## config.mk

```make
export PLATFORM = sky130hd
export DESIGN_NAME = lcd_host_seq_flat
export DESIGN_NICKNAME = d
export VERILOG_FILES = /design/src/rtl/lcd_pkg.sv /design/src/rtl/lcd_host_seq_if.sv /design/src/rtl/lcd_cmd_fifo.sv /design/src/rtl/lcd_host_seq.sv /design/src/flat_wrapper.sv
export SDC_FILE = /design/constraint.sdc
export NUM_CORES = 1
export LEC_CHECK = 0
export ABC_AREA = 1
export BUFFER_PORTS_ARGS = -buffer_cell sky130_fd_sc_hd__buf_4
export CAP_MARGIN = 15
export CORE_MARGIN = 3
export CORE_UTILIZATION = 40
export CTS_CLUSTER_SIZE = 10
export DETAILED_ROUTE_END_ITERATION = 10
export GPL_ROUTABILITY_DRIVEN = 0
export PLACE_DENSITY_LB_ADDON = 0.25
export SYNTH_ARGS = -nofsm -noshare
export SYNTH_HDL_FRONTEND = slang
export SYNTH_HIERARCHICAL = 1
export SYNTH_SLANG_ARGS = --single-unit
```

## constraint.sdc

```tcl
create_clock -name clk -period 4.47 [get_ports clk]
set_input_delay 0.447 -clock clk [delete_from_list [all_inputs] [get_ports clk]]
set_output_delay 0.447 -clock clk [all_outputs]
set_load 0.05 [all_outputs]
```

## src/rtl/lcd_pkg.sv

```systemverilog
// Shared opcodes, image geometry and sequencer state encoding
// for the LCD host-side command sequencer.
package lcd_pkg;

   localparam logic [3:0] CMD_WRITE = 4'd0;
   localparam logic [3:0] CMD_UP    = 4'd1;
   localparam logic [3:0] CMD_DOWN  = 4'd2;
   localparam logic [3:0] CMD_LEFT  = 4'd3;
   localparam logic [3:0] CMD_RIGHT = 4'd4;
   localparam logic [3:0] CMD_MAXOP = 4'd5;
   localparam logic [3:0] CMD_MIN   = 4'd6;
   localparam logic [3:0] CMD_AVG   = 4'd7;
   localparam logic [3:0] CMD_CCWR  = 4'd8;
   localparam logic [3:0] CMD_CWR   = 4'd9;
   localparam logic [3:0] CMD_MX    = 4'd10;
   localparam logic [3:0] CMD_MY    = 4'd11;
   localparam logic [3:0] CMD_MAX   = 4'd11;

   localparam int IMG_W   = 8;
   localparam int IMG_PIX = 64;

   typedef enum logic [2:0] {
      S_WAIT_RDY,
      S_ISSUE,
      S_GAP,
      S_WAIT_DONE,
      S_FINISHED
   } state_e;

   function automatic logic is_legal(input logic [3:0] op);
      return op <= CMD_MAX;
   endfunction

endpackage

```

## src/rtl/lcd_host_seq_if.sv

```systemverilog
// Bundle of the upstream queue, controller command, IRAM capture
// and readback signals of the LCD host sequencer.
interface lcd_host_seq_if #(
   parameter int PIX_W  = 8,
   parameter int ADDR_W = 6
);
   logic [3:0]        in_cmd;
   logic              in_valid;
   logic              in_ready;
   logic              illegal_cmd;
   logic [3:0]        cmd;
   logic              cmd_valid;
   logic              busy;
   logic              done;
   logic              IRAM_valid;
   logic [ADDR_W-1:0] IRAM_A;
   logic [PIX_W-1:0]  IRAM_D;
   logic [ADDR_W-1:0] rd_addr;
   logic [PIX_W-1:0]  rd_data;
   logic [6:0]        pix_cnt;
   logic              frame_done;

   modport master (
      input  in_cmd, in_valid, busy, done,
      input  IRAM_valid, IRAM_A, IRAM_D, rd_addr,
      output in_ready, illegal_cmd, cmd, cmd_valid,
      output rd_data, pix_cnt, frame_done
   );

   modport slave (
      output in_cmd, in_valid, busy, done,
      output IRAM_valid, IRAM_A, IRAM_D, rd_addr,
      input  in_ready, illegal_cmd, cmd, cmd_valid,
      input  rd_data, pix_cnt, frame_done
   );
endinterface

```

## src/rtl/lcd_cmd_fifo.sv

```systemverilog
// Synchronous opcode FIFO; storage is not reset, pointers are.
module lcd_cmd_fifo #(
   parameter int DEPTH = 8,
   parameter int W     = 4
) (
   input  logic         clk,
   input  logic         reset,
   input  logic         push,
   input  logic [W-1:0] din,
   input  logic         pop,
   output logic [W-1:0] dout,
   output logic         full,
   output logic         empty
);
   localparam int AW = $clog2(DEPTH);

   logic [W-1:0] mem_q [DEPTH];
   logic [AW-1:0] wr_q, wr_d, rd_q, rd_d;
   logic [AW:0]   cnt_q, cnt_d;
   logic          do_push, do_pop;

   assign full    = cnt_q == (AW+1)'(DEPTH);
   assign empty   = cnt_q == '0;
   assign do_push = push && !full;
   assign do_pop  = pop && !empty;
   assign dout    = mem_q[rd_q];

   always_comb begin
      wr_d  = wr_q;
      rd_d  = rd_q;
      cnt_d = cnt_q;
      if (do_push) wr_d = wr_q + 1'b1;
      if (do_pop)  rd_d = rd_q + 1'b1;
      if (do_push && !do_pop) cnt_d = cnt_q + 1'b1;
      else if (do_pop && !do_push) cnt_d = cnt_q - 1'b1;
   end

   always_ff @(posedge clk or posedge reset) begin
      if (reset) begin
         wr_q  <= '0;
         rd_q  <= '0;
         cnt_q <= '0;
      end else begin
         wr_q  <= wr_d;
         rd_q  <= rd_d;
         cnt_q <= cnt_d;
      end
   end

   always_ff @(posedge clk) begin
      if (do_push) mem_q[wr_q] <= din;
   end
endmodule

```

## src/rtl/lcd_host_seq.sv

```systemverilog
// Host sequencer: queues opcodes, paces issue to the LCD controller,
// captures the IRAM write-out into a local frame store.
module lcd_host_seq
   import lcd_pkg::*;
#(
   parameter int CMD_DEPTH = 8,
   parameter int PIX_W     = 8,
   parameter int ADDR_W    = 6
) (
   input logic clk,
   input logic reset,
   lcd_host_seq_if.master bus
);
   localparam int NPIX = 2 ** ADDR_W;

   state_e          state_q, state_d;
   logic [3:0]      cmd_q, cmd_d;
   logic            cv_q, cv_d;
   logic            ill_q, ill_d;
   logic            fd_q, fd_d;
   logic [6:0]      pix_q, pix_d;
   logic [PIX_W-1:0] rd_q;
   logic [PIX_W-1:0] mem_q [NPIX];

   logic       f_push, f_pop, f_full, f_empty;
   logic [3:0] f_head;
   logic       accept, cap;

   // in_ready is held low while reset is asserted, not just after it
   assign bus.in_ready = !reset && !f_full && state_q != S_FINISHED;
   assign accept = bus.in_valid && bus.in_ready;
   assign f_push = accept && is_legal(bus.in_cmd);
   assign f_pop  = state_q == S_WAIT_RDY && !bus.busy && !f_empty;
   assign cap    = state_q == S_WAIT_DONE && !bus.done && bus.IRAM_valid;

   lcd_cmd_fifo #(.DEPTH(CMD_DEPTH), .W(4)) u_fifo (
      .clk   (clk),
      .reset (reset),
      .push  (f_push),
      .din   (bus.in_cmd),
      .pop   (f_pop),
      .dout  (f_head),
      .full  (f_full),
      .empty (f_empty)
   );

   always_comb begin
      state_d = state_q;
      cmd_d   = cmd_q;
      cv_d    = 1'b0;
      fd_d    = 1'b0;
      ill_d   = accept && !is_legal(bus.in_cmd);
      pix_d   = pix_q;
      unique case (state_q)
         S_WAIT_RDY: if (f_pop) begin
            cmd_d   = f_head;
            cv_d    = 1'b1;
            state_d = S_ISSUE;
         end
         S_ISSUE: state_d = (cmd_q == CMD_WRITE) ? S_WAIT_DONE : S_GAP;
         // controller raises busy one cycle after the strobe
         S_GAP: state_d = S_WAIT_RDY;
         S_WAIT_DONE: begin
            if (bus.done) begin
               fd_d    = 1'b1;
               state_d = S_FINISHED;
            end else if (cap && pix_q != 7'd127) begin
               pix_d = pix_q + 7'd1;
            end
         end
         S_FINISHED: state_d = S_FINISHED;
         default: state_d = S_WAIT_RDY;
      endcase
   end

   always_ff @(posedge clk or posedge reset) begin
      if (reset) begin
         state_q <= S_WAIT_RDY;
         cmd_q   <= '0;
         cv_q    <= 1'b0;
         ill_q   <= 1'b0;
         fd_q    <= 1'b0;
         pix_q   <= '0;
         rd_q    <= '0;
      end else begin
         state_q <= state_d;
         cmd_q   <= cmd_d;
         cv_q    <= cv_d;
         ill_q   <= ill_d;
         fd_q    <= fd_d;
         pix_q   <= pix_d;
         rd_q    <= mem_q[bus.rd_addr];
      end
   end

   // frame store survives reset
   always_ff @(posedge clk) begin
      if (cap) mem_q[bus.IRAM_A] <= bus.IRAM_D;
   end

   assign bus.cmd         = cmd_q;
   assign bus.cmd_valid   = cv_q;
   assign bus.illegal_cmd = ill_q;
   assign bus.frame_done  = fd_q;
   assign bus.pix_cnt     = pix_q;
   assign bus.rd_data     = rd_q;
endmodule

```

## src/flat_wrapper.sv

```systemverilog
// flat-port wrapper written by rule: the top's interface ports become plain ports
module lcd_host_seq_flat import lcd_pkg::*;
#(
   parameter int CMD_DEPTH = 8,
   parameter int PIX_W     = 8,
   parameter int ADDR_W    = 6
)
  (clk, reset, bus_in_cmd, bus_in_valid, bus_busy, bus_done, bus_IRAM_valid, bus_IRAM_A, bus_IRAM_D, bus_rd_addr, bus_in_ready, bus_illegal_cmd, bus_cmd, bus_cmd_valid, bus_rd_data, bus_pix_cnt, bus_frame_done);
  lcd_host_seq_if #(.PIX_W(PIX_W), .ADDR_W(ADDR_W)) bus_i ();
  input logic clk;
  input logic reset;
  input wire logic [$bits(bus_i.in_cmd)-1:0] bus_in_cmd;
  input wire logic [$bits(bus_i.in_valid)-1:0] bus_in_valid;
  input wire logic [$bits(bus_i.busy)-1:0] bus_busy;
  input wire logic [$bits(bus_i.done)-1:0] bus_done;
  input wire logic [$bits(bus_i.IRAM_valid)-1:0] bus_IRAM_valid;
  input wire logic [$bits(bus_i.IRAM_A)-1:0] bus_IRAM_A;
  input wire logic [$bits(bus_i.IRAM_D)-1:0] bus_IRAM_D;
  input wire logic [$bits(bus_i.rd_addr)-1:0] bus_rd_addr;
  output wire logic [$bits(bus_i.in_ready)-1:0] bus_in_ready;
  output wire logic [$bits(bus_i.illegal_cmd)-1:0] bus_illegal_cmd;
  output wire logic [$bits(bus_i.cmd)-1:0] bus_cmd;
  output wire logic [$bits(bus_i.cmd_valid)-1:0] bus_cmd_valid;
  output wire logic [$bits(bus_i.rd_data)-1:0] bus_rd_data;
  output wire logic [$bits(bus_i.pix_cnt)-1:0] bus_pix_cnt;
  output wire logic [$bits(bus_i.frame_done)-1:0] bus_frame_done;
  assign bus_i.in_cmd = bus_in_cmd;
  assign bus_i.in_valid = bus_in_valid;
  assign bus_i.busy = bus_busy;
  assign bus_i.done = bus_done;
  assign bus_i.IRAM_valid = bus_IRAM_valid;
  assign bus_i.IRAM_A = bus_IRAM_A;
  assign bus_i.IRAM_D = bus_IRAM_D;
  assign bus_i.rd_addr = bus_rd_addr;
  assign bus_in_ready = bus_i.in_ready;
  assign bus_illegal_cmd = bus_i.illegal_cmd;
  assign bus_cmd = bus_i.cmd;
  assign bus_cmd_valid = bus_i.cmd_valid;
  assign bus_rd_data = bus_i.rd_data;
  assign bus_pix_cnt = bus_i.pix_cnt;
  assign bus_frame_done = bus_i.frame_done;
  lcd_host_seq #(.CMD_DEPTH(CMD_DEPTH), .PIX_W(PIX_W), .ADDR_W(ADDR_W)) u_core (.clk(clk), .reset(reset), .bus(bus_i));
endmodule
```

---- Word-level counts from Yosys, hierarchy flattened ----
Memory sizes are Yosys's and may differ from the RTL's. A register that Yosys moved wholly into a read port is not among the register bits.
Cells that the tools add are included.
storage, ports and cells
  bits in registers ....................... 23
  memory bits (writable) .................. 544
  output and inout port bits .............. 23
  logic and storage cells ................. 68
  memories ................................ 2
cells by class
  $add $sub $neg .......................... 5
  magnitude comparators ................... 1
  eq/ne operators ......................... 8
  muxes and demuxes ....................... 14
  bitwise operators ....................... 1
  reductions and logical operators ........ 29
memory list
  name                 depth  width  rd ports  clocked after Yosys merged registers in  write ports  RTL line            text
  u_core.mem_q         64     8      1         1                                        1            lcd_host_seq.sv:23  logic [PIX_W-1:0] mem_q [NPIX];
  u_core.u_fifo.mem_q  8      4      1         1                                        1            lcd_cmd_fifo.sv:17  logic [W-1:0] mem_q [DEPTH];
operator list
  operator               count
  $logic_and A1 B1 Y1    14
  $pmux W3 S4            1
  $mux W1                9
  $logic_not A1 Y1       8
  $logic_not A4 Y1       2
  $mux W4                2
  $add A7 B1 Y7 const B  1
  $ne A7 B7 Y1 const B   1
  $add A3 B1 Y3 const B  2
  $mux W3                2
  $add A4 B1 Y4 const B  1
  $eq A4 B4 Y1 const B   1
  $le A4 B4 Y1 const B   1
  $ne A2 B2 Y1 const B   2
  $reduce_and A2 Y1      2
  $sub A4 B1 Y4 const B  1
  $eq A3 B1 Y1 const B   1
  $eq A3 B2 Y1 const B   1
  $eq A3 B3 Y1 const B   1
  $logic_not A3 Y1       1
  $ne A3 B3 Y1 const B   1
  $reduce_and A3 Y1      1
  $reduce_bool A2 Y1     1
  $not A1 Y1             1

---- Logic depth before layout (Yosys ltp) ----
  depth in word-level cells ............... 11
  gate-level depth with buffers ........... 17

---- Modules after synthesis ----
Netlist, hierarchy kept.
modules (own cells, without submodules)
  module        times used  cells each  area each (um^2)
  lcd_host_seq  1           1,891       22,053.7
  lcd_cmd_fifo  1           220         2,050.7

---- Worst setup path after synthesis ----
OpenSTA, ideal clock, no wires.
  path kind ............................... reg-to-reg
  start ................................... register u_core.u_fifo.cnt_q[0]
  end ..................................... register u_core.u_fifo.cnt_q[3]
  setup time .............................. 117 ps
  arrival ................................. 3,340 ps
  required time ........................... 4,353 ps
  path slack .............................. 1,012 ps
  stages on the path, launching flop included .. 17
  buffers on the path ..................... 0
  path through ............................ dfrtp_1 nor2_2 nand3_2 inv_1 nor3_1 nand2_1 a21oi_1 nand2_4 inv_1 ha_1 inv_1 ha_1 or2_2 nand2_1 nand2_1 nand3_1 nand2_1
between the ends
  longest elaborated chain between the ends .. 10
RTL lines
  what                                   RTL line            text
  from (decl)                            lcd_cmd_fifo.sv:19  logic [AW:0] cnt_q, cnt_d;
  from (signal assigned)                 lcd_cmd_fifo.sv:46  cnt_q <= cnt_d;
  $eq A4 B4 Y1 (*)                       lcd_cmd_fifo.sv:22  assign full = cnt_q == (AW+1)'(DEPTH);
  named net u_core.f_full                lcd_host_seq.sv:25  logic f_push, f_pop, f_full, f_empty;
  $logic_not A1 Y1 (*)                   lcd_host_seq.sv:30  assign bus.in_ready = !reset && !f_full && state_q != S_FINISHED;
  $logic_and A1 B1 Y1 (*) (2 in series)  lcd_host_seq.sv:30
  named net bus_in_ready                 flat_wrapper.sv:20  output wire logic [$bits(bus_i.in_ready)-1:0] bus_in_ready;
  $logic_and A1 B1 Y1 (*)                lcd_host_seq.sv:31  assign accept = bus.in_valid && bus.in_ready;
  $logic_and A1 B1 Y1 (*)                lcd_host_seq.sv:32  assign f_push = accept && is_legal(bus.in_cmd);
  named net u_core.f_push                lcd_host_seq.sv:25
  $logic_and A1 B1 Y1 (*)                lcd_cmd_fifo.sv:24  assign do_push = push && !full;
  named net u_core.u_fifo.do_push        lcd_cmd_fifo.sv:20  logic do_push, do_pop;
  $logic_not A1 Y1                       lcd_cmd_fifo.sv:35  else if (do_pop && !do_push) cnt_d = cnt_q - 1'b1;
  $logic_and A1 B1 Y1                    lcd_cmd_fifo.sv:35
  $reduce_bool A2 Y1 (no source line)    --
Mark *: on every way through the listed nets, which the timed path passes. The rest lies on a longest branch. The select of a mux whose other input is x is not followed.
A chain may end at the register's enable or synchronous reset.

---- Worst setup path after layout ----
  start ................................... register u_core.state_q[2]
  end ..................................... memory u_core.mem_q[12][0] (enable)
between the ends
  longest elaborated chain between the ends .. 5
RTL lines
  what                               RTL line            text
  from (decl)                        lcd_host_seq.sv:16  state_e state_q, state_d;
  from (signal assigned)             lcd_host_seq.sv:86  state_q <= state_d;
  $eq A3 B2 Y1                       lcd_host_seq.sv:34  assign cap = state_q == S_WAIT_DONE && !bus.done && bus.IRAM_valid;
  $logic_and A1 B1 Y1 (2 in series)  lcd_host_seq.sv:34
  $mux W1                            lcd_host_seq.sv:98  if (cap) mem_q[bus.IRAM_A] <= bus.IRAM_D;
  $mux W1 (implied by the code)      lcd_host_seq.sv:98
  to (decl)                          lcd_host_seq.sv:23
No other way between the ends.

==> key figures <==
Die
  – Horiz. Die Dim: 251 um
  – # rows: 89
  – Core area: 59400 um^2
  – Die Y-Extent: 251 um
  – Die area: 63200 um^2
  – Initial Util: 0.406
  – IO Count: 53

Worst setup path
  – Worst EP required: 4.69 ns
  – CP max FO: 8
  – Worst setup SP type: flip-flop
  – CP endpoint kind: flip-flop
  – Data arrival, critical path: 3.37 ns
  – Crit Path Category: flip-flop to flip-flop

Drt
  – DR iter-0 viols: 1461
  – Via density: 5.37
  – DRT Pass-1 Iters: 6
  – Avg WL per Cell: 21.0 um
  – Post-route ant nets: 0
  – Routed via count: 15800
  – DRC Markers: 0
  – Drt total wl: 61.9 mm

Logic synthesis
  – Synth Instances: 2111
  – Top FF cell, synth: edfxtp_1
  – Sequential fraction of the synthesis area: 0.714
  – Async set-reset flop share out of synthesis: 0.0604
  – Cell Area, Synth: 24100 um^2
  – Synth cell types: 32
  – Yosys warns: 6
  – Number of synthesized flops with an enable pin: 544
  – Synthesized area per cell: 11.4 um^2
  – Post-synthesis register bit count: 579
  – Syn Nets: 2148

Clock tree
  – CTS tree: built
  – Clock transition at path regs: 0.05 ns
  – CTS HTree Levels: 3
  – Post-CTS Setup Inserts: 0
  – Cts bufs inserted: 69
  – CTS Root Cell: clkbuf_16
  – Sink Count: 579
  – Clock Latency Late Sink: 0.61 ns
  – Clock tree buffer depth: 3

STA
  – Final Hold Fails: 0
  – Tcrit/Tclk final: 0.706
  – Slew Viols, Final: 0
  – Final Setup Violations: 0
  – RSZ-0062 raised after global routing: false
  – Max transition margin: 0.302
  – Fmax: 0.317 GHz
  – Fin crit period: 3.15 ns
  – Fin Setup TNS: 0 ns
  – Worst-margin pin slew: 1.05 ns
  – Setup Skew: 0.0253 ns

Place
  – DP HPWL: 35.5 mm
  – Area after DPL: 24800 um^2
  – Port-buffer cells: 52

Pwr
  – Leak pwr: 9.92 nW
  – Switching part of the total power: 0.261
  – Seq pwr share: 0.490
  – Clock share of power: 0.392
  – Pwr Density: 476 nW/um^2
  – Switching power: 3.33 mW
  – Gate power share: 0.118
  – Cell internal pwr: 9.43 mW
  – IR drop worst, VDD: 0.294 mV

Finish
  – Syn-to-layout area delta: 11.3%
  – Share of cells above drive strength 1: 0.0728
  – Nets: 2170
  – Filler Cells Inserted: 5435
  – Design Area, Final: 26800 um^2

Outcome
  – Outcome: completed

Global routing
  – Initial antenna violation count: 3
  – First-pass GRT wire length: 93.9 mm
  – Largest net degree at the start of global routing: 105
  – GRT Util Overall: 0.196
  – GR Overflow Total: 0
  – Vias in the first global route: 15700

Job
  – Max Cap Viol: 0

Worst hold path
  – Hold WC Path Type: input pin to flip-flop
## what timing repair did
action                    in CTS  in global routing
gates resized for setup        0                  0
hold buffers                   1                  0
hold endpoints to repair      10                  0
## worst max-delay path, cell delays in order (launching register included)
cell	delay [ns]
dfrtp_1	0.39
inv_1	0.10
nand4_1	0.10
inv_1	0.09
nand2_1	0.20
nor2_1	0.26
nand3_1	0.77
nor2_1	0.87
## sequential cells by signal, indices dropped and copies added, names as in the netlist
name and count:
u_core/mem_q 512, u_core/u_fifo/mem_q 32, u_core/bus.rd_data 8, u_core/bus.pix_cnt 7, u_core/bus.cmd 4, u_core/u_fifo/cnt_q 4, u_core/state_q 3, u_core/u_fifo/rd_q 3
u_core/u_fifo/wr_q 3, u_core/bus.cmd_valid 1, u_core/bus.frame_done 1, u_core/bus.illegal_cmd 1
## layout make-up
| class | instances | area, um^2 | area share |
|---|---|---|---|
| Timing Repair Buffer | 67 | 554 | 0.0207 |
| Antenna cell | 2 | 5.00 | 0.000187 |
| Multi-Input combinational cell | 1359 | 5880 | 0.219 |
| Sequential cell | 579 | 17200 | 0.642 |
| Clock buffer | 97 | 1860 | 0.0695 |
| Inverter | 57 | 221 | 0.00826 |
| Clock inverter | 10 | 119 | 0.00443 |
| Tap cell | 773 | 967 | 0.0361 |
## per-layer routing
| metal | GRT usage | vias up | routed length [um] | part of all wire |
|---|---|---|---|---|
| li1 | - | 7320 | - | - |
| met1 | 0.263 | 7757 | 26400 | 0.43 |
| met3 | 0.0361 | 103 | 4220 | 0.068 |
| met5 | 0 | - | 20 | 0.00032 |
| met4 | 0.0636 | 2 | 1580 | 0.026 |
| met2 | 0.327 | 615 | 29700 | 0.48 |
## cells by family (layout without fill, tap and decap cells)
kind of cell	Yosys count	after routing	synth area share
adders and majority gates	7	7	0.00394
other	0	2	0
xor gates and xnor gates	11	11	0.00400
AOI/OAI and AO/OA	11	11	0.00280
DFF	579	579	0.714
and+or+nand+nor	1330	1330	0.233
buffers and inverters	173	231	0.0421
## metrics by stage
step	power [mW]	utilization	instances	hold WS [ns]	setup slack [ns]
floorplan	7.40	-	2111	0.287	1.01
global route	13.3	0.452	2942	0.0334	1.14
global placement	7.84	0.418	2833	0.457	1.31
CTS	12.9	0.451	2941	0.0159	1.45
detailed placement	7.86	0.418	2833	0.462	1.22
finish	12.8	0.452	2944	0.0480	1.32
## final timing paths
check | slack, ns | cells after the start | to | start
max in group asynchronous | 3.66 | 4 | u_core/bus.pix_cnt[1] | reset
setup / recovery | 1.32 | 7 | u_core/mem_q[12][0] | u_core/state_q[2]
hold / removal | 0.05 | 2 | u_core/bus.cmd_valid | bus_busy
hold reg to reg | 0.47 | 1 | u_core/state_q[1] | u_core/state_q[2]
min in group asynchronous | 0.37 | 3 | u_core/bus.illegal_cmd | reset
setup reg to reg | 1.32 | 7 | u_core/mem_q[12][0] | u_core/state_q[2]
## cells in the mapped netlist (2+ instances only)
cell / instances / share of area
xor2_1: 4 / 0.0015
nor3_1: 11 / 0.0023
dfrtp_1: 35 / 0.036
nand2_1: 749 / 0.12
buf_1: 7 / 0.0011
clkbuf_1: 7 / 0.0011
a211oi_1: 2 / 0.00062
buf_6: 27 / 0.013
ha_1: 6 / 0.0031
edfxtp_1: 544 / 0.68
buf_4: 19 / 0.0059
inv_1: 55 / 0.0086
o21ai_0: 5 / 0.0010
nand2_2: 2 / 0.00052
buf_8: 2 / 0.0012
buf_2: 54 / 0.011
nor2_1: 106 / 0.017
nand4_1: 3 / 0.00078
xnor2_1: 7 / 0.0025
nand3_1: 454 / 0.094
## placed cells by master (no fill, tap or decap), types with 2 or more instances in the layout
cell / netlist / layout
nand2_1: 749 / 749
edfxtp_1: 544 / 544
nand3_1: 454 / 454
nor2_1: 106 / 106
clkbuf_16: 0 / 70
buf_4: 19 / 62
inv_1: 55 / 54
dfrtp_1: 35 / 35
clkbuf_1: 7 / 26
nor3_1: 11 / 11
xnor2_1: 7 / 7
ha_1: 6 / 6
inv_6: 0 / 5
o21ai_0: 5 / 5
xor2_1: 4 / 4
nand4_1: 3 / 3
diode_2: 0 / 2
clkinv_2: 0 / 2
inv_16: 0 / 2
a211oi_1: 2 / 2
buf_12: 0 / 2
nand2_2: 2 / 2
## power by group through the flow
stage                     combinational [mW]  clock (mW)  sequential [mW]
after floorplan                        0.952           0             6.45
after global placement                  1.49           0             6.35
after detailed placement                1.51           0             6.36
after CTS                               1.51        5.12             6.25
after global routing                    1.68        5.35             6.27
final                                   1.50        5.00             6.25
Power figures use the tool's default switching activity.
